$ cat src/rtl/pipe_stage_skid.sv
// Pipeline register with a valid/ready handshake, a 2-entry skid buffer, stall/flush controls and occupancy.
// Optional performance counters are enabled by defining PIPE_STAGE_SKID_PERF_EN.
module pipe_stage_skid #(
  parameter int unsigned          WIDTH      = 32,
  parameter int unsigned          NUM_CH     = 4,
  parameter logic [WIDTH-1:0]     BUBBLE_VAL = '0
) (
  input  logic                      clk,
  input  logic                      rst,
  input  logic                      stall,
  input  logic                      flush,
  input  logic                      in_valid,
  output logic                      in_ready,
  input  logic [NUM_CH*WIDTH-1:0]   in_data,
  output logic                      out_valid,
  input  logic                      out_ready,
  output logic [NUM_CH*WIDTH-1:0]   out_data,
  output logic [1:0]                occupancy
`ifdef PIPE_STAGE_SKID_PERF_EN
  ,
  output logic [31:0]               stall_cnt,
  output logic [31:0]               flush_cnt
`endif
);

  localparam logic [NUM_CH*WIDTH-1:0] BUBBLE_WORD = {NUM_CH{BUBBLE_VAL}};

  logic                    m_valid_q, m_valid_d;
  logic [NUM_CH*WIDTH-1:0] m_data_q,  m_data_d;
  logic                    s_valid_q, s_valid_d;
  logic [NUM_CH*WIDTH-1:0] s_data_q,  s_data_d;
  logic                    in_ready_q, in_ready_d;

  logic accept;
  logic take;

  assign accept = in_valid & in_ready_q;
  assign take   = m_valid_q & out_ready & ~stall;

  always_comb begin
    m_valid_d = m_valid_q;
    m_data_d  = m_data_q;
    s_valid_d = s_valid_q;
    s_data_d  = s_data_q;
    if (flush) begin
      m_valid_d = 1'b0;
      m_data_d  = BUBBLE_WORD;
      s_valid_d = 1'b0;
    end else if (!m_valid_q || take) begin
      if (s_valid_q) begin
        // Skid entry always drains into M first so S can never overtake M.
        m_valid_d = 1'b1;
        m_data_d  = s_data_q;
        s_valid_d = accept;
        if (accept) begin
          s_data_d = in_data;
        end
      end else if (accept) begin
        m_valid_d = 1'b1;
        m_data_d  = in_data;
      end else begin
        m_valid_d = 1'b0;
        m_data_d  = BUBBLE_WORD;
      end
    end else if (accept) begin
      s_valid_d = 1'b1;
      s_data_d  = in_data;
    end
    in_ready_d = ~s_valid_d;
  end

  always_ff @(posedge clk) begin
    if (!rst) begin
      m_valid_q  <= 1'b0;
      m_data_q   <= BUBBLE_WORD;
      s_valid_q  <= 1'b0;
      s_data_q   <= BUBBLE_WORD;
      in_ready_q <= 1'b1;
    end else begin
      m_valid_q  <= m_valid_d;
      m_data_q   <= m_data_d;
      s_valid_q  <= s_valid_d;
      s_data_q   <= s_data_d;
      in_ready_q <= in_ready_d;
    end
  end

  assign in_ready  = in_ready_q;
  assign out_valid = m_valid_q;
  assign out_data  = m_data_q;
  assign occupancy = {1'b0, m_valid_q} + {1'b0, s_valid_q};

`ifdef PIPE_STAGE_SKID_PERF_EN
  logic [31:0] stall_cnt_q, stall_cnt_d;
  logic [31:0] flush_cnt_q, flush_cnt_d;

  always_comb begin
    stall_cnt_d = stall_cnt_q;
    flush_cnt_d = flush_cnt_q;
    if (m_valid_q && stall) begin
      stall_cnt_d = stall_cnt_q + 32'd1;
    end
    if (flush && (m_valid_q || s_valid_q)) begin
      flush_cnt_d = flush_cnt_q + 32'd1;
    end
  end

  always_ff @(posedge clk) begin
    if (!rst) begin
      stall_cnt_q <= '0;
      flush_cnt_q <= '0;
    end else begin
      stall_cnt_q <= stall_cnt_d;
      flush_cnt_q <= flush_cnt_d;
    end
  end

  assign stall_cnt = stall_cnt_q;
  assign flush_cnt = flush_cnt_q;
`endif

endmodule

$ cat config.mk
export PLATFORM = sky130hd
export DESIGN_NAME = pipe_stage_skid
export DESIGN_NICKNAME = d
export VERILOG_FILES = /design/src/rtl/pipe_stage_skid.sv
export SDC_FILE = /design/constraint.sdc
export NUM_CORES = 1
export LEC_CHECK = 0
export BUFFER_PORTS_ARGS = -buffer_cell sky130_fd_sc_hd__buf_2
export CORE_MARGIN = 10
export CORE_UTILIZATION = 40
export DETAILED_ROUTE_END_ITERATION = 12
export PLACE_DENSITY = 0.69
export SETUP_SLACK_MARGIN = 0.15
export SKIP_LAST_GASP = 1
export SYNTH_ARGS = -nofsm -noshare
export SYNTH_HDL_FRONTEND = slang
export SYNTH_SLANG_ARGS = --single-unit
$ cat constraint.sdc
create_clock -name clk -period 1.7 [get_ports clk]
set_clock_uncertainty 0.05 [all_clocks]
set_input_delay 0.17 -clock clk [delete_from_list [all_inputs] [get_ports clk]]
set_output_delay 0.17 -clock clk [all_outputs]
set_load 0.03 [all_outputs]
==> flow_summary.ini <==
[routing]
wl_per_cell_um = 18.8
first_pass_iters = 5
route.detailed.drc = 0
routed_via_density = 5.15
ant_nets = 0
routed_wl_mm = 36.1
vias = 9891
drt_iter0_drc = 565

[sta]
rsz0062_at_grt = yes
finalSetupViolCount = 0
min_period_ns = 1.63
drv_slew = 0
max_slew_margin_pct = 66.1
fmax_mhz = 615
tightest_slew_ns = 0.509
hold_viol_final = 1
fin_hold_ws_ns = -0.0300
finalCritPeriodShare_pct = 95.6
fin_setup_tns_ns = 0

[critical_path]
reg2reg_from = s_valid_q
end_kind = output pin
r2r_cells = 5
worstPathArrival_ns = 1.41
worstReg2RegEnd = out_data[75]
rrSetupSlack_ns = 0.09
cp-start-kind = flop
crit_fanout = 2
path_class = reg2out
cp.required_ns = 1.48

[power]
swShare_pct = 25.1
power_density_mw_per_mm2 = 905
leakage_nw = 6.39
intPower_w = 0.0107
power_frac_seq_pct = 44.0
p_sw_w = 0.00358
pwr-share-clk_pct = 42.7
p_comb_share_pct = 13.3
irDropWorstVdd_mv = 0.674

[min_path]
hold_end = out_valid
holdCritStartpoint = out_ready
hp-class = in2reg
min_path_cells = 4

[grt]
grt_pass1_wl_mm = 55.3
overflow = 0
grt_usage_pct = 18.8
grt_max_degree = 115
grt_pass1_vias = 10056
antenna_found_initial = 2

[cts]
path_clk_slew_ns = 0.06
cts_sinks = 259
ctsLongestPathBuffers = 3
clockRootBuffer = clkbuf_16
cts-buffers-inserted = 28
clk_latency_ns = 0.54
cts_tree = built
cts_max_level = 1

[floorplan]
coreArea_mm2 = 0.0276
io_pins = 266
floorplan.initialDensity_pct = 40.3
fp.dieArea_mm2 = 0.0349
die_w_um = 187
die_h_um = 187
rows = 61

[place]
placed_area_mm2 = 0.0126
io_buffer_count = 265
gp_congestion = 0.737
hpwl_mm = 19.8

[outcome]
violations = hold timing
outcome = complete, but fails checks

[synth]
postSynthCellCount = 1142
synth-seq-cells = 259
ys_types = 24
syn_nets = 1277
syn-cell-area_mm2 = 0.0111
yosysWarnings = 0
synth_seq_area_share_pct = 46.5
syn_avg_cell_area_um2 = 9.76

[finish]
areaGrowthSynthToFinish_pct = 41.6
nFillCells = 2290
fin_nets = 1654
layout-drive-gt1-share_pct = 35.7
fin_area_mm2 = 0.0158

[job]
maxCapViolCount = 0
## critical path, cell delays in order, from the launching register on
cell and delay [ns]:
dfxtp_4 0.36, buf_12 0.13, ha_4 0.25, buf_8 0.12
## repair_timing
item | in CTS | in global routing
resized for setup | 17 | 76
endpoints found under the setup margin | 14 | 258
endpoints found under the hold margin | 251 | 0
hold buffers | 138 | 0
pin swaps | 1 | 2
setup buffers | 4 | 2
cloned | 5 | 9
## area by class of cell
class | instances | area, um^2 | share of cell area, %
flip-flops and latches | 259 | 5190 | 32.9
multi-input cells | 783 | 5580 | 35.4
clock inverters | 9 | 75.1 | 0.476
diodes | 2 | 5.00 | 0.0317
well taps | 378 | 473 | 3.00
clock buffers | 42 | 855 | 5.42
repair buffers | 447 | 3600 | 22.8
## cell usage in the layout, fill, tap and decap left out, types with 35 or more instances in the layout
master and count:
nand2_1 257, mux2_2 123, a22oi_2 55, buf_2 262
dfxtp_1 256, clkbuf_16 35, mux2i_1 127, a22oi_1 72
nor2_1 128, dlygate4sd3_1 137
## cell usage after synthesis (all sizes together)
library cell | count | share of area (%)
a22oi | 127 | 8.6
a21oi | 4 | 0.35
clkbuf | 39 | 1.3
mux2 | 127 | 13
buf | 61 | 5.0
nor2 | 128 | 4.3
maj3 | 1 | 0.090
ha | 1 | 0.11
nor2b | 2 | 0.11
nor3b | 1 | 0.17
nand2 | 257 | 8.7
a221oi | 1 | 0.079
nor3 | 1 | 0.045
and2 | 2 | 0.11
mux2i | 128 | 11
dfxtp | 259 | 47
nand2b | 3 | 0.24
## routing by layer
metal / vias to the layer above / GRT usage (%) / wire length [um] / part of all wire [%]
met5: - / 0 / 0 / 0
met4: 0 / 5.77 / 1140 / 3.2
met3: 88 / 4.60 / 2640 / 7.3
met2: 375 / 31.4 / 17100 / 47
met1: 4734 / 23.4 / 15300 / 42
li1: 4694 / - / - / -
## registers in the layout, indices dropped and copies added (netlist names)
name       cells
out_data     128
s_data_q     128
in_ready       1
out_valid      1
s_valid_q      1
## worst max path at each step
| stage | start | endpoint | slack [ns] |
|---|---|---|---|
| final | s_valid_q | occupancy[0] | 0.07 |
| after global routing | s_valid_q | s_data_q[75] | 0.04 |
| after CTS | s_valid_q | occupancy[0] | 0.05 |
| after detailed placement | in_ready | s_data_q[83] | 0.13 |
| after global placement | s_valid_q | out_data[81] | 0.19 |
| after floorplan | in_ready | s_data_q[100] | 0.19 |
## power by group through the flow
| stage | Sequential, W | Clock, W | Combinational (W) |
|---|---|---|---|
| final | 0.00629 | 0.00610 | 0.00189 |
| after global routing | 0.00630 | 0.00647 | 0.00204 |
| after CTS | 0.00628 | 0.00621 | 0.00171 |
| after detailed placement | 0.00641 | 0 | 0.00138 |
| after global placement | 0.00640 | 0 | 0.00136 |
| after floorplan | 0.00657 | 0 | 0.000735 |
## kinds of logic (layout without fill, tap and decap cells)
family                     after synthesis  count (layout)  share of synthesized area, %
AOI/OAI and AO/OA                      132             132                          8.98
adders and majority gates                2               2                         0.202
buffers and inverters                  100             498                          6.32
DFF                                    259             259                          46.5
muxes                                  255             255                          24.3
other                                    0               2                             0
and+or+nand+nor                        394             394                          13.6
## metrics by stage
step           power, W  util, %  instances  setup WS [ns]
3_3_place_gp    0.00776     45.8       1710          0.189
6_report         0.0143     57.1       1920         0.0743
4_1_cts          0.0142     55.1       1908         0.0511
3_5_place_dp    0.00779     45.8       1710          0.130
2_1_floorplan   0.00731        -       1142          0.192
5_1_grt          0.0148     57.1       1920         0.0394
Power figures use the tool's default switching activity.
